File: config.mk
export PLATFORM = sky130hd
export DESIGN_NAME = usb_buffer_arbiter
export DESIGN_NICKNAME = d
export VERILOG_FILES = /design/src/rtl/usb_buffer_arbiter_pkg.sv /design/src/rtl/usb_buffer_arbiter.sv
export SDC_FILE = /design/constraint.sdc
export NUM_CORES = 1
export LEC_CHECK = 0
export BUFFER_PORTS_ARGS = -buffer_cell sky130_fd_sc_hd__buf_4
export CORE_AREA = 2 2 91 93
export CTS_CLUSTER_SIZE = 30
export DETAILED_ROUTE_END_ITERATION = 10
export DIE_AREA = 0 0 93 95
export PLACE_DENSITY = 0.69
export SYNTH_ARGS = -nofsm -noshare
export SYNTH_HDL_FRONTEND = slang
export SYNTH_SLANG_ARGS = --single-unit
File: constraint.sdc
create_clock -name clock48 -period 1.5 [get_ports clock48]
set_input_delay 0.3 -clock clock48 [delete_from_list [all_inputs] [get_ports clock48]]
set_output_delay 0.3 -clock clock48 [all_outputs]
set_load 0.01 [all_outputs]
File: src/rtl/usb_buffer_arbiter_pkg.sv
// Shared constants and types for the USB packet buffer arbiter: buffer size,
// register offsets, STATUS bit positions and FSM state encoding.
package usb_buffer_arbiter_pkg;

    localparam int USB_PACKET_BUFFER_SIZE = 1024;

    localparam int REG_STATUS     = 0;
    localparam int REG_WORD_COUNT = 1;

    localparam int STATUS_PACKET_READY = 0;
    localparam int STATUS_IRQ_ENABLE   = 1;
    localparam int STATUS_OVERRUN      = 2;

    typedef enum logic {
        IDLE    = 1'b0,
        RESPOND = 1'b1
    } state_t;

endpackage

File: src/rtl/usb_buffer_arbiter.sv
// Arbitrates the single-port packet buffer RAM between the USB receiver (fixed
// priority, never stalled) and the CPU bus, and holds the receive status registers.
module usb_buffer_arbiter
    import usb_buffer_arbiter_pkg::*;
#(
    parameter int  USB_PACKET_BUFFER_SIZE = usb_buffer_arbiter_pkg::USB_PACKET_BUFFER_SIZE,
    localparam int AW = $clog2(USB_PACKET_BUFFER_SIZE / 4)
) (
    input  logic          clock48,
    input  logic          reset_n,
    input  logic [AW-1:0] usb_address,
    input  logic          usb_write,
    input  logic [31:0]   usb_write_value,
    input  logic          got_usb_packet,
    output logic          usb_packet_ready,
    output logic [31:0]   usb_read_value,
    input  logic          cpu_request,
    input  logic          cpu_write,
    input  logic [AW:0]   cpu_address,
    input  logic [31:0]   cpu_write_value,
    input  logic [3:0]    cpu_byte_enable,
    output logic          cpu_ready,
    output logic [31:0]   cpu_read_value,
    output logic [AW-1:0] ram_address,
    output logic          ram_write_enable,
    output logic [3:0]    ram_byte_enable,
    output logic [31:0]   ram_write_value,
    input  logic [31:0]   ram_read_value,
    output logic          usb_irq
);

    localparam logic [AW:0] WORDS_FULL = {1'b1, {AW{1'b0}}};

    state_t        state;
    logic          irq_enable;
    logic          overrun;
    logic [AW:0]   words_written;
    logic          resp_from_ram;
    logic [31:0]   reg_read_q;
    logic [31:0]   reg_read_data;

    logic          accept;
    logic          reg_sel;
    logic [AW-1:0] reg_offset;
    logic          status_write;

    assign accept       = (state == IDLE) && cpu_request && !usb_write;
    assign reg_sel      = cpu_address[AW];
    assign reg_offset   = cpu_address[AW-1:0];
    assign status_write = accept && reg_sel && cpu_write && (reg_offset == AW'(REG_STATUS));

    assign usb_read_value = ram_read_value;
    assign usb_irq        = usb_packet_ready && irq_enable;
    assign cpu_read_value = cpu_ready ? (resp_from_ram ? ram_read_value : reg_read_q) : 32'h0;

    always_comb begin
        reg_read_data = 32'h0;
        if (reg_offset == AW'(REG_STATUS)) begin
            reg_read_data[STATUS_PACKET_READY] = usb_packet_ready;
            reg_read_data[STATUS_IRQ_ENABLE]   = irq_enable;
            reg_read_data[STATUS_OVERRUN]      = overrun;
        end else if (reg_offset == AW'(REG_WORD_COUNT)) begin
            reg_read_data = 32'(words_written);
        end
    end

    // USB always wins the port; the CPU only drives it in the cycle it is accepted.
    always_comb begin
        ram_address      = cpu_address[AW-1:0];
        ram_write_enable = 1'b0;
        ram_byte_enable  = 4'h0;
        ram_write_value  = 32'h0;
        if (usb_write) begin
            ram_address      = usb_address;
            ram_write_enable = 1'b1;
            ram_byte_enable  = 4'hF;
            ram_write_value  = usb_write_value;
        end else if (accept && !reg_sel) begin
            ram_write_enable = cpu_write;
            ram_byte_enable  = cpu_byte_enable;
            ram_write_value  = cpu_write_value;
        end
    end

    always_ff @(posedge clock48 or negedge reset_n) begin
        if (!reset_n) begin
            state         <= IDLE;
            cpu_ready     <= 1'b0;
            resp_from_ram <= 1'b0;
            reg_read_q    <= 32'h0;
        end else begin
            case (state)
                IDLE: begin
                    cpu_ready <= 1'b0;
                    if (accept) begin
                        state         <= RESPOND;
                        cpu_ready     <= 1'b1;
                        resp_from_ram <= !reg_sel;
                        reg_read_q    <= reg_read_data;
                    end
                end
                RESPOND: begin
                    state     <= IDLE;
                    cpu_ready <= 1'b0;
                end
                default: begin
                    state     <= IDLE;
                    cpu_ready <= 1'b0;
                end
            endcase
        end
    end

    // A packet arriving in the same cycle as a W1C clear keeps the flag set.
    always_ff @(posedge clock48 or negedge reset_n) begin
        if (!reset_n) begin
            usb_packet_ready <= 1'b0;
            overrun          <= 1'b0;
            irq_enable       <= 1'b0;
        end else begin
            if (got_usb_packet)
                usb_packet_ready <= 1'b1;
            else if (status_write && cpu_write_value[STATUS_PACKET_READY])
                usb_packet_ready <= 1'b0;

            if (got_usb_packet && usb_packet_ready)
                overrun <= 1'b1;
            else if (status_write && cpu_write_value[STATUS_OVERRUN])
                overrun <= 1'b0;

            if (status_write)
                irq_enable <= cpu_write_value[STATUS_IRQ_ENABLE];
        end
    end

    always_ff @(posedge clock48 or negedge reset_n) begin
        if (!reset_n) begin
            words_written <= '0;
        end else if (usb_write) begin
            if (usb_address == '0)
                words_written <= (AW+1)'(1);
            else if (words_written != WORDS_FULL)
                words_written <= words_written + (AW+1)'(1);
        end
    end

endmodule

Yosys cells after proc, flatten, opt, wreduce, memory -nomap -nowiden
Index checks and enable logic that the tools add are counted.
- word-level logic and storage cells: 50
- flip-flop bits (word level): 46
- input port bits: 123
- bitwise gates (word level): 1
- mux-type cells: 20
- eq/ne operators: 2
- add/subtract/negate cells: 1
- reduce and logical (&&, ||, !) cells: 19
- operators with widths (cell ; count):
    2-to-1 mux 32 bit ; 4
    2-to-1 mux 9 bit ; 3
    logical NOT 8 bit ; 2
    logical AND 1 bit ; 10
    adder 9 x 1 -> 9 bit, second input constant ; 1
    != test 9 bit, second input constant ; 1
    equality test 8 x 1 -> 1 bit, second input constant ; 1
    2-to-1 mux 4 bit ; 2
    2-to-1 mux 8 bit ; 1
    2-to-1 mux 1 bit ; 7
    2-to-1 mux 6 bit ; 1
    nonzero test 2 bit ; 3
    AND reduction 2 bit ; 2
    2-to-1 mux 3 bit ; 1
    logical NOT 1 bit ; 2
    one-hot mux 1 bit (2 select lines) ; 1
    inverter 1 bit ; 1

Longest topological paths before layout
Gate-level depths: netlist (run 1).
- depth after elaboration: 9
- mapped depth: 6
- mapped depth without buffers: 6

Worst setup path before layout (run 1)
OpenSTA, ideal clock, no wires.
- path type: reg2out
- start: register state
- end: output port ram_write_value[16]
- path buffers: 2
- cell stages (with the launch flop): 7
- setup slack: -0.197 ns
- arrival time: 1.397 ns
- path through: dfrtp_1 -> nor2_1 -> nand2_1 -> nor2_1 -> buf_2 -> buf_1 -> a22o_1
- word-level cells in the longest chain between the ends: 6
- ends and longest elaborated chain (what ; line ; RTL):
    start: declaration ; usb_buffer_arbiter.sv:34 ; state_t state;
    start signal: assignment ; usb_buffer_arbiter.sv:87 ; state <= IDLE;
    start signal: assignment ; usb_buffer_arbiter.sv:96 ; state <= RESPOND;
    start signal: assignment ; usb_buffer_arbiter.sv:103 ; state <= IDLE;
    inverter 1 bit (no line) ; -- ;
    logical AND 1 bit (2 in series) ; usb_buffer_arbiter.sv:47 ; assign accept = (state == IDLE) && cpu_request && !usb_write;
    logical AND 1 bit ; usb_buffer_arbiter.sv:78 ; end else if (accept && !reg_sel) begin
    2-to-1 mux 32 bit ; usb_buffer_arbiter.sv:78 ;
    2-to-1 mux 32 bit ; usb_buffer_arbiter.sv:73 ; if (usb_write) begin
    end: declaration ; usb_buffer_arbiter.sv:27 ; output logic [31:0] ram_write_value,
No other way between the ends.

Final worst setup path (run 1)
- start: register state
- end: output port ram_write_value[8]
Same word-level chain as after synthesis.

==> results of run 1 <==
-- cells in the final DEF, fill, tap and decap left out, types with 2 or more instances in the layout --
master,synthesis,layout
nor2_1,7,5
a21o_1,7,7
mux2i_1,14,14
mux2_2,9,9
nand3_1,3,3
and3_1,28,5
buf_12,0,5
o21ai_0,11,11
bufbuf_16,0,4
and3_4,0,23
clkbuf_8,0,3
inv_1,5,4
and3b_1,3,2
buf_16,0,3
or4_1,2,2
nor2b_4,0,2
dfrtp_1,23,21
nand2_1,7,6
buf_4,33,225
a22o_1,45,45
nor2b_1,15,13
nand4_1,2,2
dfrtp_2,0,2
buf_6,0,33
-- Yosys cell counts --
master,count,area [um2]
and2_1,1,6.26
o21ai_0,11,55.1
nor2b_1,15,93.8
or4_1,2,15.0
and3b_1,3,26.3
mux2_2,9,101
a21o_1,7,52.6
o22ai_1,1,6.26
nand4_1,2,12.5
nor4_1,2,12.5
buf_2,1,5.00
buf_1,4,15.0
dfrtp_1,23,576
nand2_1,7,26.3
nor2_1,7,26.3
a22o_1,45,394
nor3_1,1,5.00
clkbuf_1,13,48.8
nand3_1,3,15.0
inv_1,5,18.8
ha_1,2,25.0
and3_1,28,175
and4_1,1,8.76
mux2i_1,14,140
buf_4,33,248
-- worst paths after layout --
path | slack, ns | start | end | cells past startpoint
worst min-delay path | 0.23 | got_usb_packet | usb_packet_ready | 2
worst min register to register | 0.50 | reg_read_q[2] | reg_read_q[2] | 2
min in group asynchronous | 0.45 | reset_n | words_written[8] | 2
worst max-delay path | -0.30 | state | ram_write_value[8] | 7
worst max register to register | 0.05 | words_written[1] | words_written[1] | 6
max in group asynchronous | 0.79 | reset_n | resp_from_ram | 2
-- power breakdown --
group	leakage, uW	internal [uW]	switching, uW
Clock	0.0000255	186	209
Combinational	0.00204	989	634
Sequential	0.000292	704	82.5
Total	0.00236	1880	926
-- kinds of logic after synthesis --
kind of cell / Yosys count
AO/OA/AOI/OAI: 64
adder cells (fa/ha/maj): 2
buffers and inverters: 56
flip-flops: 23
multiplexers: 23
AND/OR/NAND/NOR: 72
-- registers in the layout, indices dropped and copies added, names as in the netlist --
name and count:
state 1, irq_enable 1, overrun 1, usb_packet_ready 1, words_written 9, reg_read_q 9, resp_from_ram 1
-- timing repair --
item	4_1_cts	5_1_grt
endpoints found under the setup margin	69	74
gates cloned	7	4
pin swaps	0	6
endpoints found under the hold margin	23	0
gates resized for setup	58	17
buffers inserted	4	5
hold buffers	1	0
-- worst register-to-register path, delay by kind of cell (launching register included) --
family                     cells  cell delay, ns
AOI/OAI and AO/OA              1            0.21
and+or+nand+nor                2            0.37
adders and majority gates      1            0.13
DFF                            1            0.41
buffers and inverters          2            0.21
-- cell type report --
type,instances,area share (%)
timing repair buffer,272,53.0
multi-input combinational,161,30.0
clock inverter,1,0.110
inverter,5,0.413
tap,105,2.89
sequential,23,12.7
clock buffer,3,0.908
-- per-stage QoR --
step / total power, uW / utilization (%) / worst slack [ns] / cell area, um2
after floorplan: 1380 / - / -0.107 / 2120
after global placement: 2040 / 48.6 / -0.248 / 3860
after detailed placement: 2060 / 48.6 / -0.245 / 3860
after CTS: 2680 / 55.6 / -0.316 / 4410
after global routing: 2970 / 57.3 / -0.368 / 4550
final: 2800 / 57.3 / -0.298 / 4550
-- layer usage --
| metal | up-vias | GRT usage (%) | part of all wire [%] |
|---|---|---|---|
| met2 | 159 | 31.2 | 50 |
| met1 | 1293 | 24.2 | 42 |
| met5 | - | 0 | 0 |
| met3 | 5 | 2.95 | 8.2 |
| met4 | 0 | 3.31 | 0.67 |
| li1 | 1314 | - | - |
==> results_dict.tcl, run 1 <==
set metrics [dict create \
    synth_mux_area_share_pct 11.5 \
    antenna_found_initial 0 \
    pin_count 235 \
    setup_viol 70 \
    yosysUniqueCellTypes 25 \
    grtUsageTotal_pct 18.1 \
    status "finished with violations" \
    ant_nets 0 \
    wire_per_inst_um 16.3 \
    drt-pass1-iter-count 4 \
    finalWorstSetupSlack_ns -0.298 \
    grt_first_pass_wirelength_um 12800 \
    vias 2771 \
    timing.fmax_mhz 556 \
    register_area_um2 578 \
    finalWirelength_um 9280 \
    synth_area_um2 2110 \
    yosysWarnings 0 \
    ys_ff_latch 23 \
    initial_core_util_pct 26.6 \
    slew_headroom_pct 75.5 \
    grt_max_degree 39 \
    grt-ovfl-total 0 \
    critical_path.max_stage_delay_ns 0.42 \
    hold_class "input port to register" \
    period_share_pct 120 \
    die_h_um 95 \
    numCtsBuffers 3 \
    first_iter_violations 71 \
    required_ns 1.20 \
    worstSkewPairLatency_ns 0.27 \
    cp_slowest_cell "dfrtp_2" \
    syn_area_per_cell_um2 8.78 \
    clock_sinks 23 \
    cts_max_level 1 \
    drv_cap 0 \
    num-fill-cells 711 \
    layout-drive-gt1-share_pct 68.6 \
    place_congestion 0.795 \
    grt_pass1_vias 2581 \
    hold_violations 0 \
    power_density_nw_per_um2 617 \
    synthSimpleGateAreaFrac_pct 20.1 \
    finClkSkew_ns 0.00611 \
    core_um2 7930 \
    arrival_ns 1.50 \
    cts_root_buf "clkbuf_8" \
    crit_fanout 5 \
    fin_setup_tns_ns -15.50 \
    timing.final.crit_period_ns 1.80 \
    ys_seq_area_share_pct 27.3 \
    synth_xor_area_share_pct 0 \
    crit_path_end_kind "output pin" \
    crit_top_cell "buf_4" \
    dieWidth_um 93 \
    synth_compound_area_share_pct 24.1 \
    cp_cell_sequence "nor2_2 > nand2_2 > nor2_4 > buf_4 > clkbuf_16 > a22o_1 > buf_4" \
    io_buffer_count 234 \
    worstMarginPinSlew_ns 0.368 \
    synth_top_family_by_area "compound AO/OA/AOI/OAI gates" \
    p_leak_uw 0.00236 \
    synth_nets 365 \
    multi_input_area_um2 1360 \
    final_cell_count_no_fill 570 \
    rsz0062_at_grt "yes" \
    irDropWorstVdd_mv 0.394 \
    clock_path_buffers 2 \
    drcViolationCount 0 \
    violations "setup timing" \
    clkSlewWorstSetupHoldPaths_ns 0.08 \
    placed_cells 546 \
    timing.critical_path.buf_inv 3 \
    whs_ns 0.228 \
    maxSlewViolCount 0 \
    tritoncts "yes" \
    area_growth_pct 116 \
    critPathLaunchType "register" \
    dp_hpwl_um 6720 \
    dieArea_um2 8840 \
    synthCells 240 \
    synth_fa_ha_area_share_pct 1.19 \
    rows 33 \
    cp_top_family "flip-flops" \
    insertedDiodeCount 0 \
    final_nets 591 \
    routed_via_density 4.86 \
    critPathKind "register to output pin" \
]
No activity file was read; power rests on OpenSTA's default activity.
==> run 2: changes to the inputs <==
==> constraint.sdc (replaced) <==
create_clock -name clock48 -period 1.5 [get_ports clock48]
set_input_delay 0.15 -clock clock48 [delete_from_list [all_inputs] [get_ports clock48]]
set_output_delay 0.15 -clock clock48 [all_outputs]
set_load 0.01 [all_outputs]
==> results_dict.tcl, run 2 (synthesis results as in run 1) <==
set metrics [dict create \
    status "finished with violations" \
    violations "setup timing" \
    rsz0062_at_grt "yes" \
    core_um2 7930 \
    final_common_cell "buf_4" \
    finalWirelength_um 8690 \
    dieWidth_um 93 \
    numCtsBuffers 3 \
    arrival_ns 1.51 \
    reg_top3 "reg_read_q: 9 flops, words_written: 9 flops" \
    startpoint "state" \
    finalWorstSetupSlack_ns -0.157 \
    top_layer_used "met4" \
    path_depth 7 \
    clock_sinks 23 \
    ant_nets 0 \
    grt_pass1_vias 2412 \
    slew_headroom_pct 80.1 \
    place_ws_ns -0.113 \
    dieArea_um2 8840 \
    wl_met3_um 672 \
    whs_path_depth 2 \
    multi_input_area_um2 1220 \
    pin_count 235 \
    layout-drive-gt1-share_pct 61.9 \
    clock_path_buffers 2 \
    finClkSkew_ns 0.00278 \
    period_share_pct 110 \
    final_nets 578 \
    final_cell_mix "buf_4, a22o_1, and3_1" \
    worstSkewPairLatency_ns 0.27 \
    place_congestion 0.845 \
    rr_worst_depth 5 \
    timing.final.crit_period_ns 1.66 \
    crit_fanout 10 \
    first_iter_violations 50 \
    hold_class "input port to register" \
    crit_top_cell "buf_12" \
    hold_violations 0 \
    cp_cell_sequence "nor2_2 > nand2_2 > nor2_4 > buf_12 > buf_12 > a22o_1 > buf_4" \
    crit_path_end_kind "output pin" \
    timing.fmax_mhz 603 \
    io_buffer_count 234 \
    wl_met2_um 4330 \
    drt-pass1-iter-count 4 \
    num-fill-cells 722 \
    register_area_um2 577 \
    wire_per_inst_um 15.6 \
    setup_viol 37 \
    grtUsageTotal_pct 16.7 \
    critPathLaunchType "register" \
    cts_root_buf "clkbuf_8" \
    die_h_um 95 \
    power_density_nw_per_um2 619 \
    cp_top_family "flip-flops" \
    required_ns 1.35 \
    fin_setup_tns_ns -4.40 \
    drv_cap 0 \
    r2r-start "words_written[0]" \
    antenna_found_initial 0 \
    grt_first_pass_wirelength_um 12000 \
    hold_start "got_usb_packet" \
    wl_met1_um 3650 \
    grt_max_degree 59 \
    cts_max_level 1 \
    rows 33 \
    worstMarginPinSlew_ns 0.299 \
    routed_via_density 4.72 \
    maxSlewViolCount 0 \
    p_leak_uw 0.00226 \
    critical_path.max_stage_delay_ns 0.40 \
    critPathKind "register to output pin" \
    irDropWorstVdd_mv 0.427 \
    tritoncts "yes" \
    timing.critical_path.buf_inv 3 \
    drcViolationCount 0 \
    cp_slowest_cell "dfrtp_1" \
    grt-ovfl-total 0 \
    clkSlewWorstSetupHoldPaths_ns 0.08 \
    vias 2630 \
    insertedDiodeCount 0 \
    initial_core_util_pct 26.6 \
    area_growth_pct 94.9 \
    dp_hpwl_um 6740 \
]
## run 2: cell types whose count changed in the layout (fill, tap and decap cells not counted), sizes merged
cell      change
clkinvlp      +1
buf          -10
clkinv        -1
clkbuf        +1
bufbuf        -4
## run 2: layout make-up
type / instances / share of cell area [%]
sequential: 23 / 14.0
multi-input combinational: 161 / 29.8
tap: 105 / 3.20
inverter: 5 / 0.457
clock buffer: 3 / 1.00
timing repair buffer: 259 / 51.4
clock inverter: 1 / 0.183
## run 2: metrics by stage
step                      util (%)  hold slack, ns  instance area [um2]  total power, uW  cells
after floorplan                  -          -0.146                 2110             1370    240
after global placement        48.3          0.0616                 3830             2030    543
after detailed placement      48.3          0.0644                 3830             2060    543
after CTS                     50.4          0.0687                 4000             2490    554
after global routing          51.8          0.0820                 4110             2680    557
final                         51.8          0.0718                 4110             2540    557
## run 2: final timing paths
path                                       endpoint  slack (ns)
worst max-delay path            ram_write_value[24]       -0.16
worst min-delay path               usb_packet_ready        0.07
worst max register to register     words_written[6]        0.05
worst min register to register        reg_read_q[3]        0.52
max in group asynchronous             resp_from_ram        0.94
min in group asynchronous             reg_read_q[6]        0.30
## run 2: worst register-to-register path, delay by kind of cell (launching register included)
kind / cells / cell delay [ns]
and+or+nand+nor: 3 / 0.55
DFF: 1 / 0.41
adders and majority gates: 1 / 0.23
AOI/OAI and AO/OA: 1 / 0.17
## run 2: per-layer routing
layer	GRT usage, %	up-vias
li1	-	1285
met1	23.5	1205
met2	27.8	136
met3	2.55	4
met4	2.57	0
met5	0	-
## run 2: timing repair
item,in CTS,in global routing
hold endpoints to repair,23,0
buffers inserted,4,1
hold buffers,1,0
cloned,2,2
resized for setup,5,13
pin swaps,6,10
setup endpoints to repair,37,44
## run 2: power by group
group	internal, uW	total (uW)	switching (uW)	leakage (uW)
logic	799	1370	567	0.00195
clock network	188	400	212	0.0000217
registers	704	776	72.2	0.000294
